[src/rtl/pipeio_responder_pkg.sv]
// Shared constants for the MEM-stage I/O responder: word offsets of the
// register map, STAT bit positions and the I/O-space address decode.
package pipeio_responder_pkg;

  // Word offsets, i.e. addr[4:2]
  localparam logic [2:0] OFS_IN0   = 3'd0;
  localparam logic [2:0] OFS_IN1   = 3'd1;
  localparam logic [2:0] OFS_STAT  = 3'd2;
  localparam logic [2:0] OFS_TIMER = 3'd3;
  localparam logic [2:0] OFS_OUT0  = 3'd4;
  localparam logic [2:0] OFS_OUT1  = 3'd5;
  localparam logic [2:0] OFS_OUT2  = 3'd6;
  localparam logic [2:0] OFS_OUT3  = 3'd7;

  localparam int unsigned STAT_IN0 = 0;
  localparam int unsigned STAT_IN1 = 1;

  // The I/O window is the 32-byte block selected by addr[7:5] below address 0x100
  localparam int unsigned IO_DECODE_LSB = 5;

  function automatic logic io_hit(input logic [31:0] addr, input logic [7:0] base);
    return (addr[31:8] == 24'h0) && (addr[7:IO_DECODE_LSB] == base[7:IO_DECODE_LSB]);
  endfunction

endpackage

[src/rtl/pipeio_responder_if.sv]
// MEM-stage data bus between the CPU (master) and the I/O responder (slave).
interface pipeio_responder_if;
  logic        we;
  logic [31:0] addr;
  logic [31:0] wdata;
  logic        io_sel;
  logic [31:0] rdata;

  modport master (output we, output addr, output wdata, input io_sel, input rdata);
  modport slave  (input we, input addr, input wdata, output io_sel, output rdata);
endinterface

[src/rtl/pipeio_debounce.sv]
// One 6-bit input port: 2-flop synchroniser, stability counter and accepted value.
// changed_o pulses in the cycle whose rising edge loads the new stable value.
module pipeio_debounce #(
  parameter int unsigned DbCycles = 16
) (
  input  logic       clk_i,
  input  logic       rst_ni,
  input  logic [5:0] pin_i,
  output logic [5:0] stable_o,
  output logic       changed_o
);

  localparam logic [7:0] CntLast = 8'(DbCycles - 1);

  logic [5:0] sync1_q, sync2_q;
  logic [5:0] stable_q, stable_d;
  logic [7:0] cnt_q, cnt_d;

  // A change to a third value keeps counting; whatever is synced at acceptance wins
  always_comb begin
    stable_d  = stable_q;
    cnt_d     = cnt_q;
    changed_o = 1'b0;
    if (sync2_q == stable_q) begin
      cnt_d = '0;
    end else if (cnt_q == CntLast) begin
      stable_d  = sync2_q;
      cnt_d     = '0;
      changed_o = 1'b1;
    end else begin
      cnt_d = cnt_q + 8'd1;
    end
  end

  always_ff @(posedge clk_i or negedge rst_ni) begin
    if (!rst_ni) begin
      sync1_q  <= '0;
      sync2_q  <= '0;
      stable_q <= '0;
      cnt_q    <= '0;
    end else begin
      sync1_q  <= pin_i;
      sync2_q  <= sync1_q;
      stable_q <= stable_d;
      cnt_q    <= cnt_d;
    end
  end

  assign stable_o = stable_q;

endmodule

[src/rtl/pipeio_responder.sv]
// Memory-mapped I/O responder: debounced inputs, W1C change flags, four output
// registers; PIPEIO_FREE_TIMER_EN adds a free-running 32-bit TIMER register.
module pipeio_responder
  import pipeio_responder_pkg::*;
#(
  parameter int unsigned DB_CYCLES = 16,
  parameter logic [7:0]  IO_BASE   = 8'h80
) (
  input  logic                      clock,
  input  logic                      resetn,
  pipeio_responder_if.slave         bus,
  input  logic [5:0]                in_port0,
  input  logic [5:0]                in_port1,
  output logic [31:0]               out_port0,
  output logic [31:0]               out_port1,
  output logic [31:0]               out_port2,
  output logic [31:0]               out_port3
);

  logic [5:0]       stable0, stable1;
  logic             chg0, chg1;
  logic [2:0]       ofs;
  logic             wr_en;
  logic [3:0][31:0] out_q, out_d;
  logic [1:0]       stat_q, stat_d;
  logic [31:0]      timer_rd;
  logic             unused_addr;

  pipeio_debounce #(.DbCycles(DB_CYCLES)) u_db0 (
    .clk_i     (clock),
    .rst_ni    (resetn),
    .pin_i     (in_port0),
    .stable_o  (stable0),
    .changed_o (chg0)
  );

  pipeio_debounce #(.DbCycles(DB_CYCLES)) u_db1 (
    .clk_i     (clock),
    .rst_ni    (resetn),
    .pin_i     (in_port1),
    .stable_o  (stable1),
    .changed_o (chg1)
  );

  assign bus.io_sel  = io_hit(bus.addr, IO_BASE);
  assign ofs         = bus.addr[4:2];
  assign wr_en       = bus.we && bus.io_sel;
  assign unused_addr = ^bus.addr[1:0];

  // OUT0..OUT3 occupy the upper half of the offset space, so ofs[2] selects them
  always_comb begin
    out_d  = out_q;
    stat_d = stat_q;
    if (wr_en) begin
      if (ofs[2]) begin
        out_d[ofs[1:0]] = bus.wdata;
      end
      if (ofs == OFS_STAT) begin
        stat_d = stat_q & ~bus.wdata[1:0];
      end
    end
    // Setting after the clear makes a same-cycle set win
    if (chg0) stat_d[STAT_IN0] = 1'b1;
    if (chg1) stat_d[STAT_IN1] = 1'b1;
  end

  always_ff @(posedge clock or negedge resetn) begin
    if (!resetn) begin
      out_q  <= '0;
      stat_q <= '0;
    end else begin
      out_q  <= out_d;
      stat_q <= stat_d;
    end
  end

`ifdef PIPEIO_FREE_TIMER_EN
  logic [31:0] timer_q, timer_d;

  always_comb begin
    timer_d = timer_q + 32'd1;
    if (wr_en && (ofs == OFS_TIMER)) begin
      timer_d = bus.wdata;
    end
  end

  always_ff @(posedge clock or negedge resetn) begin
    if (!resetn) begin
      timer_q <= '0;
    end else begin
      timer_q <= timer_d;
    end
  end

  assign timer_rd = timer_q;
`else
  assign timer_rd = '0;
`endif

  always_comb begin
    bus.rdata = '0;
    if (bus.io_sel) begin
      case (ofs)
        OFS_IN0:   bus.rdata = {26'b0, stable0};
        OFS_IN1:   bus.rdata = {26'b0, stable1};
        OFS_STAT:  bus.rdata = {30'b0, stat_q};
        OFS_TIMER: bus.rdata = timer_rd;
        default:   bus.rdata = out_q[ofs[1:0]];
      endcase
    end
  end

  assign out_port0 = out_q[0];
  assign out_port1 = out_q[1];
  assign out_port2 = out_q[2];
  assign out_port3 = out_q[3];

endmodule
[src/flat_wrapper.sv]
// flat-port wrapper written by rule: the top's interface ports become plain ports
module pipeio_responder_flat import pipeio_responder_pkg::*;
#(
  parameter int unsigned DB_CYCLES = 16,
  parameter logic [7:0]  IO_BASE   = 8'h80
)
  (clock, resetn, in_port0, in_port1, out_port0, out_port1, out_port2, out_port3, bus_we, bus_addr, bus_wdata, bus_io_sel, bus_rdata);
  pipeio_responder_if bus_i ();
  input  logic clock;
  input  logic resetn;
  input  logic [5:0] in_port0;
  input  logic [5:0] in_port1;
  output logic [31:0] out_port0;
  output logic [31:0] out_port1;
  output logic [31:0] out_port2;
  output logic [31:0] out_port3;
  input wire logic [$bits(bus_i.we)-1:0] bus_we;
  input wire logic [$bits(bus_i.addr)-1:0] bus_addr;
  input wire logic [$bits(bus_i.wdata)-1:0] bus_wdata;
  output wire logic [$bits(bus_i.io_sel)-1:0] bus_io_sel;
  output wire logic [$bits(bus_i.rdata)-1:0] bus_rdata;
  assign bus_i.we = bus_we;
  assign bus_i.addr = bus_addr;
  assign bus_i.wdata = bus_wdata;
  assign bus_io_sel = bus_i.io_sel;
  assign bus_rdata = bus_i.rdata;
  pipeio_responder #(.DB_CYCLES(DB_CYCLES), .IO_BASE(IO_BASE)) u_core (.clock(clock), .resetn(resetn), .bus(bus_i), .in_port0(in_port0), .in_port1(in_port1), .out_port0(out_port0), .out_port1(out_port1), .out_port2(out_port2), .out_port3(out_port3));
endmodule
[config.mk]
export PLATFORM = sky130hd
export DESIGN_NAME = pipeio_responder_flat
export DESIGN_NICKNAME = d
export VERILOG_FILES = /design/src/rtl/pipeio_responder_pkg.sv /design/src/rtl/pipeio_responder_if.sv /design/src/rtl/pipeio_debounce.sv /design/src/rtl/pipeio_responder.sv /design/src/flat_wrapper.sv
export SDC_FILE = /design/constraint.sdc
export NUM_CORES = 1
export LEC_CHECK = 0
export BUFFER_PORTS_ARGS = -buffer_cell sky130_fd_sc_hd__buf_2
export CAP_MARGIN = 5
export CORE_MARGIN = 2
export CORE_UTILIZATION = 53
export CTS_CLUSTER_DIAMETER = 50
export DETAILED_ROUTE_END_ITERATION = 12
export GPL_TIMING_DRIVEN = 0
export PLACE_DENSITY = 0.82
export SETUP_SLACK_MARGIN = 0.05
export SLEW_MARGIN = 20
export SYNTH_ARGS = -nofsm -noshare
export SYNTH_HDL_FRONTEND = slang
export SYNTH_SLANG_ARGS = --single-unit
[constraint.sdc]
create_clock -name clock -period 2.29 [get_ports clock]
set_clock_uncertainty 0.05 [all_clocks]
set_input_delay 0.229 -clock clock [delete_from_list [all_inputs] [get_ports clock]]
set_output_delay 0.229 -clock clock [all_outputs]
set_load 0.01 [all_outputs]
==> results of run 1 <==
-- metrics by stage --
| stage | instances | total power, mW | TNS, ps |
|---|---|---|---|
| 3_3_place_gp | 979 | 4.48 | -307170 |
| 6_report | 1028 | 7.39 | 0 |
| 2_1_floorplan | 527 | 4.22 | 0 |
| 5_1_grt | 1028 | 7.67 | 0 |
| 4_1_cts | 1026 | 7.41 | 0 |
| 3_5_place_dp | 980 | 4.57 | -7560 |
-- synth_stat cells, types with 3 or more instances --
cell	number	share of area (%)
dfrtp_1	182	53
mux2_4	90	16
nor2b_1	33	2.4
mux4_2	32	8.5
mux2_1	30	4.0
mux2_2	24	3.2
nor2_1	24	1.1
xnor2_1	17	1.7
buf_12	9	2.1
nand4_1	8	0.59
clkbuf_1	7	0.31
nand3_1	7	0.41
xor2_1	7	0.72
buf_2	5	0.29
nand2_1	5	0.22
a22oi_1	4	0.35
and2_1	4	0.29
and3_1	4	0.29
nor3_4	4	0.76
nor4_1	4	0.29
o21ai_0	4	0.23
buf_4	3	0.26
nor4_4	3	0.75
-- critical path: cells and delay by family --
kind / cells / cell delay (ps)
and+or+nand+nor: 4 / 910
buffers and inverters: 4 / 690
-- placed cells by master, fill, tap and decap left out, types with 5 or more instances in the layout --
master | synthesis | layout
clkinvlp_4 | 0 | 5
dfrtp_1 | 182 | 182
clkbuf_16 | 0 | 17
nor2_1 | 24 | 24
dlygate4sd3_1 | 0 | 13
nand2_1 | 5 | 5
mux4_2 | 32 | 32
xnor2_1 | 17 | 17
mux2_4 | 90 | 90
nor2b_1 | 33 | 33
buf_12 | 9 | 9
mux2_2 | 24 | 24
buf_4 | 3 | 9
mux2_1 | 30 | 30
nand4_1 | 8 | 8
clkbuf_2 | 0 | 5
buf_2 | 5 | 236
nand3_1 | 7 | 7
xor2_1 | 7 | 7
-- area by class of cell --
class | instances | share of cell area, %
Timing Repair Buffer | 252 | 12.7
Multi-Input combinational cell | 320 | 34.6
Sequential cell | 182 | 42.4
Clock buffer | 20 | 4.25
Tap cell | 216 | 2.51
Buffer | 23 | 2.48
Inverter | 1 | 0.0349
Antenna cell | 2 | 0.0465
Clock inverter | 12 | 1.07
-- worst min-delay path by stage --
stage | start | to | slack [ps] | cells after the start
global placement | u_core.u_db1.sync1_q[5] | u_core.u_db1.sync2_q[5] | 280 | 0
CTS | bus_wdata[6] | u_core.out_port0[6] | 7 | 2
floorplan | resetn | u_core.out_port0[0] | -120 | 0
global route | bus_wdata[15] | u_core.out_port1[15] | 20 | 2
finish | bus_wdata[6] | u_core.out_port0[6] | 30 | 2
detailed placement | resetn | u_core.u_db1.sync1_q[3] | 230 | 1
-- sequential cells by signal, summed over array words and instances, names as in the netlist --
| name | count |
|---|---|
| u_core.out_port2 | 32 |
| u_core.stat_q | 2 |
| u_core.u_db1.cnt_q | 8 |
| u_core.out_port3 | 32 |
| u_core.u_db0.stable_o | 6 |
| u_core.u_db1.sync2_q | 6 |
| u_core.u_db0.sync2_q | 6 |
| u_core.u_db1.stable_o | 6 |
| u_core.u_db1.sync1_q | 6 |
| u_core.u_db0.sync1_q | 6 |
| u_core.out_port0 | 32 |
| u_core.out_port1 | 32 |
| u_core.u_db0.cnt_q | 8 |
-- logic make-up after synthesis --
family	count (synthesis)	share of synthesized area (%)
AOI/OAI and AO/OA	12	0.940
muxes	178	31.7
and+or+nand+nor	104	8.15
adders and majority gates	2	0.294
xor gates and xnor gates	24	2.47
buffers and inverters	25	3.02
DFF	182	53.4
-- report_power, final --
group          leakage, nW  switching, mW  internal [mW]
clock                0.267           1.25           1.57
sequential            2.44          0.246           3.45
combinational         2.84          0.431          0.444
total                 5.55           1.92           5.47
-- per-layer routing --
| layer | up-vias | global-route usage [%] |
|---|---|---|
| met3 | 38 | 4.80 |
| met2 | 198 | 44.4 |
| li1 | 2460 | - |
| met4 | 0 | 9.76 |
| met1 | 2957 | 31.0 |
| met5 | - | 0 |
-- timing repair --
action / CTS / global route
resized for setup: 7 / 5
setup endpoints to repair: 32 / 20
endpoints found under the hold margin: 99 / 0
pin swaps: 1 / 0
hold buffers: 13 / 0
setup buffers: 2 / 0
==> flow_summary.toml, run 1 <==
[outcome]
outcome = "finished, final reports clean"

[critical_path]
crit_top_cell = "buf_2"
ff2ff_setup_slack_ps = 390
crit_arrival_ps = 1830
r2r-start = "u_core.u_db1.cnt_q[0]"
crit_path_end_kind = "primary output"
critPathKind = "input pin to primary output"
start_kind = "input pin"
crit_start = "bus_addr[14]"
crit_fanout = 10
worst_r2r_endpoint = "u_core.u_db1.cnt_q[7]"
cp_cell_sequence = "buf_2 -> nor4b_4 -> and4_2 -> nand4_1 -> buf_4 -> clkbuf_2 -> nor2b_1 -> buf_2"
crit_end = "bus_rdata[13]"
slowest_delay_ps = 350
required_ps = 2010
r2r_cells = 5
slowest_stage = "nor4b_4"

[grt]
grt_pass1_wl_mm = 32.3
grt_usage_pct = 25.2
grt_pass1_vias = 5798
grt_remaining_overflow = 0
grt_max_degree = 96
antenna_found_initial = 2

[cts]
cts_max_path_buffers = 2
clkTransAtPathRegs_ps = 70
numCtsBuffers = 17
cts_sinks = 182
cts_root_buf = "clkbuf_16"
clkLatencyLatePin_ps = 430
cts_tree = "done"
cts_max_level = 4

[yosys]
ys_seq_area_share_pct = 53.4
ys_ff_latch = 182
synth_warnings = 0
netlist_area_um2 = 8520
synth_cells = 527
syn_nets = 608
syn_avg_cell_area_um2 = 16.2
synth_cell_types = 35
async_reset_ff_share_pct = 100
synth_edf_count = 0
dominantRegCellSynth = "dfrtp_1"

[sta]
slew_viol_final = 0
finalCritPeriodShare_pct = 92.3
grt_setup_unrepaired = "no"
max_slew_margin_pct = 55.3
tightest_slew_ps = 663
fmax_ghz = 0.473
whs_ps = 26.9
period_needed_ps = 2110
hold_violations = 0
finalSetupViolCount = 0
timing.final.ws_setup_ps = 177

[floorplan]
ioPinCount = 240
die_w_um = 131
die_area_um2 = 17100
core_area_um2 = 15800
num_rows = 46
fp.dieH_um = 131
start_util_pct = 53.8

[pwr]
powerDensity_nw_per_um2 = 687
peakVddDrop_v = 0.000515
leakage_nw = 5.55

[placement]
port_buffers = 236
globalplace.congestion = 0.900
dp_slack_ps = -382
hpwl_mm = 15.1
post_dp_cell_area_um2 = 10000

[min_path]
hp-class = "input pin to flip-flop"

[routing]
wl_met1_mm = 8.46
drtIter0Drc = 327
vias = 5653
wl_met2_mm = 11.2
dr.pass1.iters = 4
routed-wl-met3_mm = 1.04
drcViolationCount = 0
wl_per_cell_um = 20.7
wl_mm = 21.3
antenna_left = 0
highest_layer = "met4"
viasPerCell = 5.50

[final_layout]
syn_to_final_growth_pct = 26.2
nets = 878
multi_input_area_um2 = 3720
drive_gt1_share_pct = 55.7
stdcell_area_um2 = 10800
n_fill_cell = 1081
regArea_um2 = 4550
postLayoutCoreUtil_pct = 67.9

[run]
max_cap_violations = 0
No activity file was read; power rests on OpenSTA's default activity.
==> run 2, diff against run 1 <==
MAX_ROUTING_LAYER = met4   (was default)
==> run 2 against run 1 <==
Cell area did not move. First-iteration DRC count is 0.31% higher. Non-clock buffer count stayed put. Worst setup slack got worse by 2.0 ps. Combinational power hardly changed. Register-to-register slack better by 20 ps. Via count decreased by 0.60%. Sequential power barely moved. Die area is the same. Sequential share of layout area is the same. Largest cell class unchanged. Utilization did not move.
==> flow_summary.toml, run 2 (synthesis results as in run 1) <==
[outcome]
outcome = "finished, final reports clean"

[final_layout]
final_common_cell = "buf_2"
n_fill_cell = 1081
syn_to_final_growth_pct = 26.2
postLayoutCoreUtil_pct = 67.9
layout_common_cells = "buf_2 (236), dfrtp_1 (182), mux2_4 (90), nor2b_1 (33), mux4_2 (32)"
regArea_um2 = 4550
nets = 878
multi_input_area_um2 = 3720
drive_gt1_share_pct = 55.7

[floorplan]
start_util_pct = 53.8
num_rows = 46
core_area_um2 = 15800
die_area_um2 = 17100
fp.dieH_um = 131
ioPinCount = 240
die_w_um = 131

[min_path]
min_path_cells = 2
hp-class = "input pin to flip-flop"

[grt]
grt_usage_pct = 26.0
antenna_found_initial = 2
grt_max_degree = 96
grt_remaining_overflow = 0
grt_pass1_wl_mm = 32.3
grt_pass1_vias = 5805

[sta]
period_needed_ps = 2120
max_slew_margin_pct = 55.1
hold_violations = 0
slew_viol_final = 0
fmax_ghz = 0.473
setup_tns_ps = 0
whs_ps = 21.1
tightest_slew_ps = 666
finalCritPeriodShare_pct = 92.4
grt_setup_unrepaired = "no"
finalSetupViolCount = 0

[cts]
clkLatencyLatePin_ps = 420
clkTransAtPathRegs_ps = 70
cts_sinks = 182
cts_max_path_buffers = 2
cts_max_level = 4
numCtsBuffers = 17
cts_tree = "done"
cts_root_buf = "clkbuf_16"

[critical_path]
critPathKind = "flip-flop to primary output"
required_ps = 2010
crit_fanout = 3
start_kind = "flip-flop"
r2r_cells = 5
crit_path_end_kind = "primary output"
crit_arrival_ps = 1840

[placement]
port_buffers = 236
hpwl_mm = 15.1
globalplace.congestion = 0.916

[pwr]
swShare_pct = 26.1
seq_power_share_pct = 50.0
pwr-share-clk_pct = 38.2
leakage_nw = 5.55
combPwrFrac_pct = 11.8
switching_power_mw = 1.93
finalPower_mw = 7.39
powerDensity_nw_per_um2 = 688
peakVddDrop_v = 0.000512
internal-power_mw = 5.47

[routing]
antenna_left = 0
drtIter0Drc = 328
vias = 5619
dr.pass1.iters = 4
viasPerCell = 5.47
wl_per_cell_um = 20.7
wl_mm = 21.3
drcViolationCount = 0

[run]
max_cap_violations = 0
-- run 2: cell counts in the layout (fill, tap and decap cells not counted) --
No cell type changed its count.
-- run 2: final timing paths --
kind	to	startpoint	slack, ps
max in group asynchronous	u_core.out_port0[12]	resetn	970
hold reg to reg	u_core.u_db0.sync2_q[0]	u_core.u_db0.sync1_q[0]	300
setup / recovery	bus_rdata[3]	u_core.out_port3[3]	170
setup reg to reg	u_core.u_db1.cnt_q[0]	u_core.u_db1.cnt_q[0]	410
hold / removal	u_core.out_port0[19]	bus_wdata[19]	20
min in group asynchronous	u_core.u_db1.sync1_q[3]	resetn	320
-- run 2: cell type report --
class,count,share of cell area (%)
sequential,182,42.4
multi-input combinational,320,34.6
timing repair buffer,252,12.7
clock buffer,20,4.25
tap,216,2.51
buffer,23,2.48
clock inverter,12,1.07
antenna,2,0.0465
inverter,1,0.0349
-- run 2: metal layers --
metal | up-vias | part of all wire [%] | global-route usage (%)
met1 | 2936 | 41 | 31.3
met5 | - | 0 | -
met3 | 37 | 4.2 | 4.36
met2 | 185 | 53 | 44.4
met4 | 0 | 2.3 | 9.76
li1 | 2461 | - | -
-- run 2: power by group through the flow --
stage	clock (mW)	combinational (mW)	sequential, mW
2_1_floorplan	0	0.552	3.67
3_3_place_gp	0	0.768	3.71
3_5_place_dp	0	0.833	3.74
4_1_cts	2.86	0.869	3.68
5_1_grt	2.98	0.972	3.72
6_report	2.82	0.873	3.70
-- run 2: per-stage QoR --
step                      instance area [um^2]  setup WS [ps]  std cells
after global placement                    9970          -1660        979
after global routing                     10800           85.4       1028
after detailed placement                 10000           -382        980
after CTS                                10700           86.4       1026
final                                    10800            175       1028
after floorplan                           8520            377        527
-- run 2: timing repair --
action                                 4_1_cts  5_1_grt
buffers inserted                             2        0
endpoints found under the hold margin       99        0
hold buffers                                13        0
pin swaps                                    1        0
setup endpoints to repair                   32       20
resized for setup                            7        5
-- run 2: worst max-delay path, cell delays in order (launching register included) --
cell and delay (ps):
dfrtp_1 400, mux4_2 490, a22oi_1 280, nor2_1 80
buf_2 150
